$ cat src/rtl/schedule_pkg.sv
// schedule_pkg: FSM states and widths shared by the schedule sequencer and its table.
package schedule_pkg;
    localparam int SCHED_W       = 32;
    localparam int DEFAULT_DEPTH = 16;
    typedef enum logic [1:0] {IDLE, PRIME, RUN} state_t;
endpackage

$ cat src/rtl/schedule_table.sv
// schedule_table: schedule RAM with synchronous write and a registered, clearable read port.
module schedule_table
    import schedule_pkg::*;
#(
    parameter int DEPTH = DEFAULT_DEPTH,
    parameter int AW    = $clog2(DEPTH)
) (
    input  logic               clk,
    input  logic               rst,
    input  logic               i_wr_en,
    input  logic [AW-1:0]      i_wr_addr,
    input  logic [SCHED_W-1:0] i_wr_data,
    input  logic               i_rd_en,
    input  logic               i_rd_clr,
    input  logic [AW-1:0]      i_rd_addr,
    output logic [SCHED_W-1:0] o_rd_data
);
    logic [SCHED_W-1:0] r_mem [DEPTH];
    logic [SCHED_W-1:0] r_rd_data;

    // Storage is deliberately left out of reset so the schedule survives it.
    always_ff @(posedge clk) begin
        if (i_wr_en) r_mem[i_wr_addr] <= i_wr_data;
    end

    always_ff @(posedge clk) begin
        if (!rst || i_rd_clr) r_rd_data <= '0;
        else if (i_rd_en)     r_rd_data <= r_mem[i_rd_addr];
    end

    assign o_rd_data = r_rd_data;
endmodule

$ cat src/rtl/schedule_sequencer.sv
// schedule_sequencer: steps through a table of schedule times, advancing on each comparator match.
// Define SCHED_MISS_DETECT_EN to add the GTB input and auto-advance on a missed (already past) slot.
module schedule_sequencer
    import schedule_pkg::*;
#(
    parameter int DEPTH = DEFAULT_DEPTH,
    parameter int AW    = $clog2(DEPTH)
) (
    input  logic               clk,
    input  logic               rst,
    input  logic               run,
    input  logic [AW:0]        num_entries,
    input  logic               wr_en,
    input  logic [AW-1:0]      wr_addr,
    input  logic [SCHED_W-1:0] wr_data,
    input  logic               trigger,
    output logic [SCHED_W-1:0] schedule,
    output logic [AW-1:0]      slot_idx,
    output logic               slot_valid,
    output logic               cycle_done,
    output logic               wr_err
`ifdef SCHED_MISS_DETECT_EN
    ,
    input  logic [SCHED_W-1:0] GTB,
    output logic               miss
`endif
);
    state_t        r_state;
    logic [AW-1:0] r_slot;
    logic [AW:0]   r_num;
    logic          r_valid;
    logic          r_cycle_done;
    logic          r_wr_err;
    logic          w_num_ok;
    logic          w_wrap;
    logic          w_late;
    logic          w_adv;
    logic [AW-1:0] w_next;

    assign w_num_ok = num_entries != '0 && num_entries <= (AW+1)'(DEPTH);
    assign w_wrap   = {1'b0, r_slot} == r_num - (AW+1)'(1);
    assign w_next   = w_wrap ? '0 : r_slot + AW'(1);

`ifdef SCHED_MISS_DETECT_EN
    logic [SCHED_W-1:0] w_diff;
    logic               r_miss;
    // GTB strictly ahead of the slot time (by less than half the range) means the match was missed.
    assign w_diff = GTB - schedule;
    assign w_late = !trigger && w_diff != '0 && !w_diff[SCHED_W-1];
    assign miss   = r_miss;
`else
    assign w_late = 1'b0;
`endif

    assign w_adv = run && r_state == RUN && (trigger || w_late);

    schedule_table #(.DEPTH(DEPTH), .AW(AW)) u_table (
        .clk       (clk),
        .rst       (rst),
        .i_wr_en   (wr_en && r_state == IDLE),
        .i_wr_addr (wr_addr),
        .i_wr_data (wr_data),
        .i_rd_en   (run && (r_state == PRIME || w_adv)),
        .i_rd_clr  (!run),
        .i_rd_addr (r_state == PRIME ? '0 : w_next),
        .o_rd_data (schedule)
    );

    always_ff @(posedge clk) begin
        if (!rst) begin
            r_state      <= IDLE;
            r_slot       <= '0;
            r_num        <= '0;
            r_valid      <= 1'b0;
            r_cycle_done <= 1'b0;
            r_wr_err     <= 1'b0;
`ifdef SCHED_MISS_DETECT_EN
            r_miss       <= 1'b0;
`endif
        end else begin
            r_wr_err     <= wr_en && r_state != IDLE;
            r_cycle_done <= w_adv && w_wrap;
`ifdef SCHED_MISS_DETECT_EN
            r_miss       <= w_adv && !trigger;
`endif
            if (!run) begin
                r_state <= IDLE;
                r_slot  <= '0;
                r_valid <= 1'b0;
            end else begin
                case (r_state)
                    IDLE: begin
                        if (w_num_ok) begin
                            r_state <= PRIME;
                            r_num   <= num_entries;
                        end
                    end
                    PRIME: begin
                        r_state <= RUN;
                        r_slot  <= '0;
                        r_valid <= 1'b1;
                    end
                    RUN: begin
                        if (w_adv) r_slot <= w_next;
                    end
                    default: r_state <= IDLE;
                endcase
            end
        end
    end

    assign slot_idx   = r_slot;
    assign slot_valid = r_valid;
    assign cycle_done = r_cycle_done;
    assign wr_err     = r_wr_err;
endmodule
$ cat config.mk
export PLATFORM = sky130hd
export DESIGN_NAME = schedule_sequencer
export DESIGN_NICKNAME = d
export VERILOG_FILES = /design/src/rtl/schedule_pkg.sv /design/src/rtl/schedule_table.sv /design/src/rtl/schedule_sequencer.sv
export SDC_FILE = /design/constraint.sdc
export NUM_CORES = 1
export LEC_CHECK = 0
export ABC_AREA = 0
export ABC_CLOCK_PERIOD_IN_PS = 6300
export CORE_AREA = 3 3 198 345
export DETAILED_ROUTE_END_ITERATION = 8
export DIE_AREA = 0 0 201 348
export GPL_ROUTABILITY_DRIVEN = 1
export MAX_ROUTING_LAYER = met4
export PLACE_DENSITY = 0.61
export SLEW_MARGIN = 15
export SYNTH_ARGS = -nofsm -noshare
export SYNTH_HDL_FRONTEND = slang
export SYNTH_SLANG_ARGS = --single-unit
$ cat constraint.sdc
create_clock -name clk -period 6.3 [get_ports clk]
set_clock_uncertainty 0.05 [all_clocks]
set_input_delay 1.89 -clock clk [delete_from_list [all_inputs] [get_ports clk]]
set_output_delay 1.89 -clock clk [all_outputs]
set_load 0.05 [all_outputs]
==> results.cfg <==
[cells_and_area]
n_fill_cell = 5952
mostFrequentLayoutCell = edfxtp_1
syn2layout_area_growth_pct = 14.81
drive_gt1_share_pct = 8.566
final_cell_mix = edfxtp_1 (512), o21ai_0 (158), clkdlybuf4s50_1 (84)
layout.nets = 1691

[clock_tree]
htreeDepth = 2
cts_setup_buffers = 0
clk_path_buf_depth = 3
cts_resized = 0
cts_buffers = 47
clk_latency_ps = 580
cts.sinks = 558
cts_hold_buf = 0
cts_tree = yes
clk_pin_slew_ps = 70
cts-root-buf = clkbuf_16

[detailed_routing]
drc = 0
drt_first_pass_iters = 5
drtIter0Drc = 1484
num_vias = 14930
wirelength_mm = 67.11
vias_per_cell = 5.823
wl_per_cell_um = 26.18
detail-route-antenna-nets = 0

[floorplanning]
dieHeight_um = 348
core_um2 = 65630
fp.dieArea_um2 = 69950
die_w_um = 201
io_pins = 85
start_util_pct = 34.96
fp-row-count = 124

[grt]
grt_pass1_wl_mm = 100.0
track_usage_pct = 19.35
antenna_found_initial = 1
grt-ovfl-total = 0
grt_pass1_vias = 15180
grt_max_degree = 167

[setup_path]
endpoint = u_table.o_rd_data[16]
critPathArrivalTime_ps = 4780
cp-startpoint = slot_idx[0]
timing.rr.start = slot_idx[0]
r2r_setup_slack_ps = 1960
cp_data_required_time_ps = 6740
cp-end-kind = flip-flop
r2r-end = u_table.o_rd_data[16]
path_class = flip-flop to flip-flop
worstSetupStartpointType = flip-flop
crit_fanout = 53
reg2reg_depth = 8

[timing]
period_share_pct = 68.89
slew_viol_final = 0
slew_headroom_pct = 24.91
worst_pin_slew_ps = 1126
fmax_mhz = 230.4
rsz0062_at_grt = no
setup_violations = 0
tns_ps = 0
hold_violations = 0
min_period_ps = 4340

[logic_synthesis]
synth_nets = 1663
ys_seq_area_share_pct = 71.03
ys_types = 51
synth_edf_count = 512
async_flop_share_pct = 0
synth_top_area_share_pct = 67.02
synth_flop_cell = edfxtp_1
syn_area_um2 = 22940
ys_warn_count = 0
avgSynthCellArea_um2 = 14.20
synth.area.top_cells = edfxtp_1 (67%), dfxtp_1 (4.0%), o21ai_0 (3.4%), a221oi_1 (2.5%), a22o_1 (2.4%)
yosysTopAreaCell = edfxtp_1
synthCells = 1615
synth-seq-cells = 558

[power]
ir_drop_v = 0.0001507
total_power_mw = 7.496
p_leak_nw = 8.139
p_per_area_nw_per_um2 = 284.6

[place]
finalWeightedCongestion = 0.7938
hpwlAfterDp_mm = 37.01
io_buffers = 84

[worst_hold_path]
hp-class = flip-flop to flip-flop

[job]
cap_violations = 0

[run_status]
status = complete, no violations
per-layer routing:
| layer | wire (um) | GRT usage [%] | share of wire, % |
|---|---|---|---|
| met4 | 3342 | 9.272 | 5.0 |
| met3 | 4063 | 2.967 | 6.1 |
| met2 | 34630 | 33.28 | 52 |
| met5 | 0 | - | 0 |
| met1 | 25070 | 22.17 | 37 |
worst min path at each step:
stage / depth (start not counted) / slack, ps / endpoint / from
after floorplan: 2 / 430 / u_table.o_rd_data[30] / u_table.r_mem[4][30]
after global placement: 2 / 410 / slot_valid / slot_valid
after detailed placement: 2 / 420 / slot_valid / slot_valid
after CTS: 2 / 440 / slot_valid / slot_valid
after global routing: 2 / 490 / slot_valid / slot_valid
final: 2 / 440 / slot_valid / slot_valid
critical path: stages, from the launching register on:
cell and delay [ps]:
dfxtp_4 830, ha_2 940, buf_4 530, nor3b_2 280, buf_4 660, a221oi_1 350, o21bai_1 220, o211ai_1 140
o22ai_1 180
final cells by class:
type	count	area, um^2	share of cell area [%]
clock inverter	26	314.1	1.192
tap	882	1104	4.190
timing repair buffer	123	1159	4.399
inverter	4	15.01	0.05701
antenna	1	2.502	0.009501
sequential	558	16300	61.89
clock buffer	61	1291	4.903
multi-input combinational	909	6153	23.36
power by group:
part	internal [mW]	switching, mW	total, mW
Combinational	0.0942	0.234	0.328
Clock	1.74	1.32	3.06
Sequential	4.09	0.0180	4.11
Total	5.92	1.57	7.50
kinds of logic (layout without fill, tap and decap cells):
| group | Yosys count | in the layout | share of synthesized area [%] |
|---|---|---|---|
| flip-flops | 558 | 558 | 71.03 |
| adder cells (fa/ha/maj) | 2 | 2 | 0.1091 |
| AND/OR/NAND/NOR | 273 | 273 | 6.311 |
| buffers and inverters | 148 | 214 | 2.918 |
| multiplexers | 36 | 36 | 1.571 |
| other | 0 | 1 | 0 |
| XOR/XNOR | 8 | 8 | 0.3054 |
| AO/OA/AOI/OAI | 590 | 590 | 17.75 |
cell usage after synthesis, types with 2 or more instances:
cell	instances
nor2_1	30
ha_1	2
and2_1	6
nand4b_1	2
nand2b_1	66
buf_4	6
xnor2_1	4
a22oi_1	2
inv_1	4
and3_1	3
dfxtp_1	46
o21ai_0	158
mux2i_1	36
o22ai_1	32
buf_2	40
clkbuf_2	3
o211ai_1	31
nand2_1	77
clkbuf_1	87
buf_1	3
edfxtp_1	512
nand3_1	37
o2111ai_1	32
nand3b_1	33
o221ai_1	31
a21oi_1	70
a22o_1	64
buf_6	5
xor2_1	4
o21ai_1	4
a221oi_1	65
nor2b_1	3
a21boi_0	23
o21bai_1	32
a211oi_1	31
nor3_1	8
a21boi_1	9
per-stage QoR:
| step | cell area, um^2 | utilization, % | setup WS, ps | hold slack, ps | cells |
|---|---|---|---|---|---|
| 6_report | 26340 | 40.13 | 1960 | 438.1 | 2564 |
| 5_1_grt | 26340 | 40.13 | 1764 | 488.4 | 2564 |
| 4_1_cts | 26340 | 40.13 | 1950 | 436.4 | 2563 |
| 3_5_place_dp | 24730 | 37.68 | 1797 | 420.4 | 2476 |
| 3_3_place_gp | 24730 | 37.68 | 1815 | 412.2 | 2476 |
| 2_1_floorplan | 22940 | - | 1257 | 429.1 | 1615 |
sequential cells by signal, summed over array words and instances, names as in the netlist:
| register | flops |
|---|---|
| u_table.r_mem | 512 |
| r_num | 5 |
| cycle_done | 1 |
| wr_err | 1 |
| slot_idx | 4 |
| u_table.o_rd_data | 32 |
| slot_valid | 1 |
| r_state | 2 |
Power figures use the tool's default switching activity.
